--- config.mk ---
export PLATFORM = sky130hd
export DESIGN_NAME = dco_ctrl
export DESIGN_NICKNAME = d
export VERILOG_FILES = /design/src/rtl/adpll_pkg.sv /design/src/rtl/adpll_sync2.sv /design/src/rtl/dco_ctrl.sv
export SDC_FILE = /design/constraint.sdc
export NUM_CORES = 1
export LEC_CHECK = 0
export CAP_MARGIN = 10
export CORE_AREA = 2 2 82 84
export CTS_CLUSTER_SIZE = 12
export DETAILED_ROUTE_END_ITERATION = 8
export DIE_AREA = 0 0 84 86
export SYNTH_ARGS = -nofsm -noshare
export SYNTH_HDL_FRONTEND = slang
export SYNTH_SLANG_ARGS = --single-unit
--- constraint.sdc ---
create_clock -name clk -period 7.7 [get_ports clk]
set_input_delay 1.54 -clock clk [delete_from_list [all_inputs] [get_ports clk]]
set_output_delay 1.54 -clock clk [all_outputs]
set_load 0.02 [all_outputs]
--- src/rtl/adpll_pkg.sv ---
// Shared types and defaults for the ADPLL loop stages.
package adpll_pkg;

  typedef enum logic [1:0] {
    StIdle   = 2'd0,
    StSearch = 2'd1,
    StTrack  = 2'd2
  } state_t;

  typedef enum logic [1:0] {
    DecNone = 2'd0,
    DecUp   = 2'd1,
    DecDn   = 2'd2
  } dec_t;

  localparam int unsigned DefCodeW   = 8;
  localparam int unsigned DefLockCnt = 16;

endpackage

--- src/rtl/adpll_sync2.sv ---
// Two-flop synchroniser; with EDGE set, adds a third flop and a registered rising-edge pulse.
module adpll_sync2 #(
  parameter bit EDGE = 1'b0
) (
  input  logic clk,
  input  logic rst,
  input  logic d,
  output logic q,
  output logic rise
);

  logic s1_q, s2_q;

  always_ff @(posedge clk or negedge rst) begin
    if (!rst) begin
      s1_q <= 1'b0;
      s2_q <= 1'b0;
    end else begin
      s1_q <= d;
      s2_q <= s1_q;
    end
  end

  assign q = s2_q;

  if (EDGE) begin : g_edge
    logic s3_q, rise_q;

    always_ff @(posedge clk or negedge rst) begin
      if (!rst) begin
        s3_q   <= 1'b0;
        rise_q <= 1'b0;
      end else begin
        s3_q   <= s2_q;
        rise_q <= s2_q & ~s3_q;
      end
    end

    assign rise = rise_q;
  end else begin : g_no_edge
    assign rise = 1'b0;
  end

endmodule

--- src/rtl/dco_ctrl.sv ---
// ADPLL loop controller: binary-search acquisition of the DCO code, then unit-step tracking.
// The reference clock input is named ref_clk because "ref" is a reserved word.
module dco_ctrl
  import adpll_pkg::*;
#(
  parameter int unsigned CODE_W    = DefCodeW,
  parameter int unsigned CODE_INIT = 2 ** (CODE_W - 1),
  parameter int unsigned LOCK_CNT  = DefLockCnt
) (
  input  logic              clk,
  input  logic              rst,
  input  logic              en,
  input  logic              ref_clk,
  input  logic              flagu,
  input  logic              flagd,
  output logic [CODE_W-1:0] dco_code,
  output logic              code_vld,
  output logic              lock,
  output logic [1:0]        state
);

  localparam logic [CODE_W-1:0] InitCode = CODE_W'(CODE_INIT);
  localparam logic [CODE_W-2:0] StepInit = {1'b1, {(CODE_W - 2){1'b0}}};
  localparam logic [CODE_W-2:0] StepOne  = (CODE_W - 1)'(1);
  localparam logic [7:0]        LockMax  = 8'(LOCK_CNT);

  logic ref_evt, fu_s, fd_s;
  logic ref_q_unused, fu_rise_unused, fd_rise_unused;

  adpll_sync2 #(.EDGE(1'b1)) u_sync_ref (
    .clk  (clk),
    .rst  (rst),
    .d    (ref_clk),
    .q    (ref_q_unused),
    .rise (ref_evt)
  );

  adpll_sync2 #(.EDGE(1'b0)) u_sync_fu (
    .clk  (clk),
    .rst  (rst),
    .d    (flagu),
    .q    (fu_s),
    .rise (fu_rise_unused)
  );

  adpll_sync2 #(.EDGE(1'b0)) u_sync_fd (
    .clk  (clk),
    .rst  (rst),
    .d    (flagd),
    .q    (fd_s),
    .rise (fd_rise_unused)
  );

  state_t              state_q, state_d;
  dec_t                prev_q, prev_d, dec;
  logic [CODE_W-1:0]   code_q, code_d, stepped, delta;
  logic [CODE_W-2:0]   step_q, step_d;
  logic [CODE_W:0]     sum;
  logic [7:0]          cnt_q, cnt_d;
  logic                up_seen_q, up_seen_d, dn_seen_q, dn_seen_d;
  logic                up_now, dn_now;
  logic                lock_q, vld_q;

  // A flag arriving in the ref_evt cycle still belongs to the period being closed.
  assign up_now = up_seen_q | fu_s;
  assign dn_now = dn_seen_q | fd_s;

  always_comb begin
    dec = DecNone;
    if (up_now && !dn_now) begin
      dec = DecUp;
    end else if (dn_now && !up_now) begin
      dec = DecDn;
    end
  end

  always_comb begin
    delta   = (state_q == StTrack) ? CODE_W'(1) : CODE_W'(step_q);
    sum     = {1'b0, code_q} + {1'b0, delta};
    stepped = code_q;
    case (dec)
      DecUp:   stepped = sum[CODE_W] ? '1 : sum[CODE_W-1:0];
      DecDn:   stepped = (code_q < delta) ? '0 : code_q - delta;
      default: stepped = code_q;
    endcase
  end

  always_comb begin
    state_d   = state_q;
    code_d    = code_q;
    step_d    = step_q;
    prev_d    = prev_q;
    cnt_d     = cnt_q;
    up_seen_d = ref_evt ? 1'b0 : up_now;
    dn_seen_d = ref_evt ? 1'b0 : dn_now;

    if (!en) begin
      state_d   = StIdle;
      code_d    = InitCode;
      step_d    = StepInit;
      prev_d    = DecNone;
      cnt_d     = '0;
      up_seen_d = 1'b0;
      dn_seen_d = 1'b0;
    end else if (ref_evt) begin
      case (state_q)
        StIdle: state_d = StSearch;
        StSearch: begin
          code_d = stepped;
          step_d = step_q >> 1;
          if (step_q == StepOne) begin
            state_d = StTrack;
            prev_d  = DecNone;
            cnt_d   = '0;
          end
        end
        StTrack: begin
          code_d = stepped;
          // Repeating the previous direction means we are still slewing, not dithering.
          if (dec != DecNone && dec == prev_q) begin
            cnt_d = '0;
          end else if (cnt_q != LockMax) begin
            cnt_d = cnt_q + 8'd1;
          end
          if (dec != DecNone) begin
            prev_d = dec;
          end
        end
        default: state_d = StIdle;
      endcase
    end
  end

  always_ff @(posedge clk or negedge rst) begin
    if (!rst) begin
      state_q   <= StIdle;
      code_q    <= InitCode;
      step_q    <= StepInit;
      prev_q    <= DecNone;
      cnt_q     <= '0;
      up_seen_q <= 1'b0;
      dn_seen_q <= 1'b0;
      lock_q    <= 1'b0;
      vld_q     <= 1'b0;
    end else begin
      state_q   <= state_d;
      code_q    <= code_d;
      step_q    <= step_d;
      prev_q    <= prev_d;
      cnt_q     <= cnt_d;
      up_seen_q <= up_seen_d;
      dn_seen_q <= dn_seen_d;
      lock_q    <= en && (cnt_q == LockMax);
      vld_q     <= (code_d != code_q);
    end
  end

  assign dco_code = code_q;
  assign code_vld = vld_q;
  assign lock     = lock_q;
  assign state    = state_q;

endmodule

==> run metrics <==
f_max=255.6 MHz; DP HPWL=4621 um; initial DRC count=193; Max stage delay on crit path=0.66 ns; sw frac=0.2666; Die Wd=84 um; Period Utilization, post-route=0.5081; post-synthesis cell type count=58; Ys Warns=0; Startpoint Class=register; VDD IR max=0.1150 mV; largest cells by area after synthesis=dfrtp_1, ha_1, nor2_1; Hold Slack=0.3505 ns; register area=978.4 um^2; cts hold-fix bufs=0; Pleak=0.001397 uW; vias in the first global route=2081; postcts setup bufs=0; pre-CTS setup slack=3.587 ns; Rows=29; endpoint class of the critical path=register; max_cap viols=0; Post-Syn Area=2759 um^2; Max Slew Vio Count=0; Tot Pwr=435.5 uW; first-pass GRT wire length=9984 um; Setup TNS=0 ns; Routability Congestion=0.9496; DRC=0; cts repair resizes=0; unrepaired setup endpoints after global routing=no; Slew HR=0.3757; synthesized area per cell=8.928 um^2; pwr/cell area=142.3 nW/um^2; synth-to-layout area growth=10.93%; Post-synth EDFFs=0; CTS Buf Count=5; Final ANT Viol Nets=0; Psw=116.1 uW; min-delay worst type=reg -> reg; area leader, netlist=dfrtp_1; Worst Tran Pin Value=0.9330 ns; WS Path Type=reg -> reg; setup ws final=3.787 ns; root buffer cell=clkbuf_8; #FFs+latches synth=39; TritonCTS clock tree=done; status=finished clean; Finished Core Util=0.4875; Wirelength per Cell=15.18 um; Setup-failing EPs final=0; I/O pin count=18; post-synthesis sequential area ratio=0.3546; logic gate share of total power=0.159; clock sinks=39; DR vias/cell=5.691; Synth top area share=0.3356; TritonRoute pass-1 iters=4; Reg clk slew, reported paths=0.08 ns; Clock Tree Buf Depth=2; Critical-path top delay cell=a2111oi_0; # fillers=609; Post-layout nets=352; core box area=6277 um^2; fin crit period=3.913 ns; dominant cell by count in the synthesized netlist=dfrtp_1; initial cell density of the core=0.4395; CP dominant cell by count=ha_1; Clock power frac=0.346; CP max FO=11; clock skew=0.005238 ns; Sequential Power Share=0.495; initial antenna violation count=0; total gr overflow=0; syn nets=341; multi-input logic area=1653 um^2; GRT Util Overall=0.1742; detailed-route via count=2265; die height=86 um; ant diodes=0; CP required=7.85 ns; total die area=7224 um^2; clock latency on the worst-skew pair=0.28 ns; H-tree depth=2; DRT Wirelength=6040 um; post-synthesis instance total=309; layout cell share with drive strength beyond 1=0.08411; worst-path cell chain=inv_1 -> ha_1 -> nand2b_1 -> ha_1 -> nor2b_1 -> a211oi_1 -> mux2_2 -> a2111oi_0 -> nand2_1 -> nand4_1 -> o311ai_0 -> or4_1; internal power=319.4 uW; Top FF cell, synth=dfrtp_1; largest net degree at the start of global routing=40; final hold violation count=0; Synth async-reset ratio=1.000; Arr. time, crit path=4.06 ns; most common library cells after synthesis=dfrtp_1, nor2_1, ha_1, nand2_1, a21oi_1; PortBufs=17
-- cells in the final DEF, fill, tap and decap left out, types with 3 or more instances in the layout --
cell type        Yosys  final
clkdlybuf4s50_1      0     16
inv_1               17     17
or2_2                4      4
nand3_1             13     13
a31oi_1              5      5
a21oi_1             18     18
a211oi_1             3      3
nor2_1              36     36
nor3_1               7      7
nand4_1              5      5
a21o_1               3      3
mux2i_1              5      5
xnor2_1              7      7
nand2b_1            12     12
ha_1                24     24
dfrtp_1             37     37
nor2b_1              4      4
o21a_1               4      4
xor2_1               8      8
or4_1                3      3
clkbuf_8             0      7
a22o_1               3      3
o21ai_0             13     13
nand2_1             24     24
-- final timing paths --
path | slack, ns | depth (start not counted) | startpoint | endpoint
worst max-delay path | 3.79 | 12 | state[0]$_DFFE_PN0P_ | code_vld$_DFF_PN0_
worst min-delay path | 0.35 | 0 | u_sync_fd.s1_q$_DFF_PN0_ | u_sync_fd.q$_DFF_PN0_
worst max register to register | 3.79 | 12 | state[0]$_DFFE_PN0P_ | code_vld$_DFF_PN0_
worst min register to register | 0.35 | 0 | u_sync_fd.s1_q$_DFF_PN0_ | u_sync_fd.q$_DFF_PN0_
max in group asynchronous | 5.81 | 1 | rst | u_sync_fd.q$_DFF_PN0_
min in group asynchronous | 1.36 | 1 | rst | cnt_q[5]$_DFFE_PN0P_
-- power groups by stage --
stage               sequential (uW)  combinational [uW]  clock (uW)
floorplan                       221                45.8           0
global placement                220                68.8           0
detailed placement              220                69.4           0
CTS                             216                69.5         157
global route                    216                76.7         166
finish                          216                69.3         151
-- flip-flops by register name, indices dropped and copies added, names as in the netlist, 2 cells and up --
name,flops
cnt_q,8
dco_code,8
prev_q,2
state,2
step_q,7
-- metrics by stage --
| stage | cell area, um^2 | cells |
|---|---|---|
| 5_1_grt | 3060 | 398 |
| 3_5_place_dp | 2957 | 390 |
| 2_1_floorplan | 2759 | 309 |
| 4_1_cts | 3060 | 398 |
| 6_report | 3060 | 398 |
| 3_3_place_gp | 2957 | 390 |
-- final cells by class --
class,instances,area share
Tap cell,77,0.03148
Sequential cell,39,0.3197
Clock inverter,1,0.002453
Multi-Input combinational cell,240,0.5401
Timing Repair Buffer,17,0.05397
Inverter,17,0.02085
Clock buffer,7,0.03148
-- cells by family (layout without fill, tap and decap cells) --
| family | count (synthesis) | count (layout) | synth area share |
|---|---|---|---|
| AO/OA/AOI/OAI | 70 | 70 | 0.1769 |
| AND/OR/NAND/NOR | 122 | 122 | 0.2249 |
| buffers and inverters | 30 | 42 | 0.04626 |
| adder cells (fa/ha/maj) | 26 | 26 | 0.1234 |
| multiplexers | 7 | 7 | 0.02630 |
| flip-flops | 39 | 39 | 0.3546 |
| XOR/XNOR | 15 | 15 | 0.04762 |
-- worst max-delay path: cells and delay by family, from the launching register on --
kind,cells,cell delay [ns]
adder cells (fa/ha/maj),2,0.68
buffers and inverters,1,0.08
multiplexers,1,0.37
flip-flops,1,0.41
AND/OR/NAND/NOR,5,1.09
AO/OA/AOI/OAI,3,1.12
-- routing by layer --
layer  vias to the layer above  routed length, um  part of all wire  track usage
met5                         -                  0                 0            0
met4                         0                 43            0.0071      0.05425
met1                      1090               2822              0.47       0.2419
met3                         4                310             0.051      0.03465
li1                       1110                  -                 -            -
met2                        61               2864              0.47       0.2764
(Power assumes the default switching activity.)
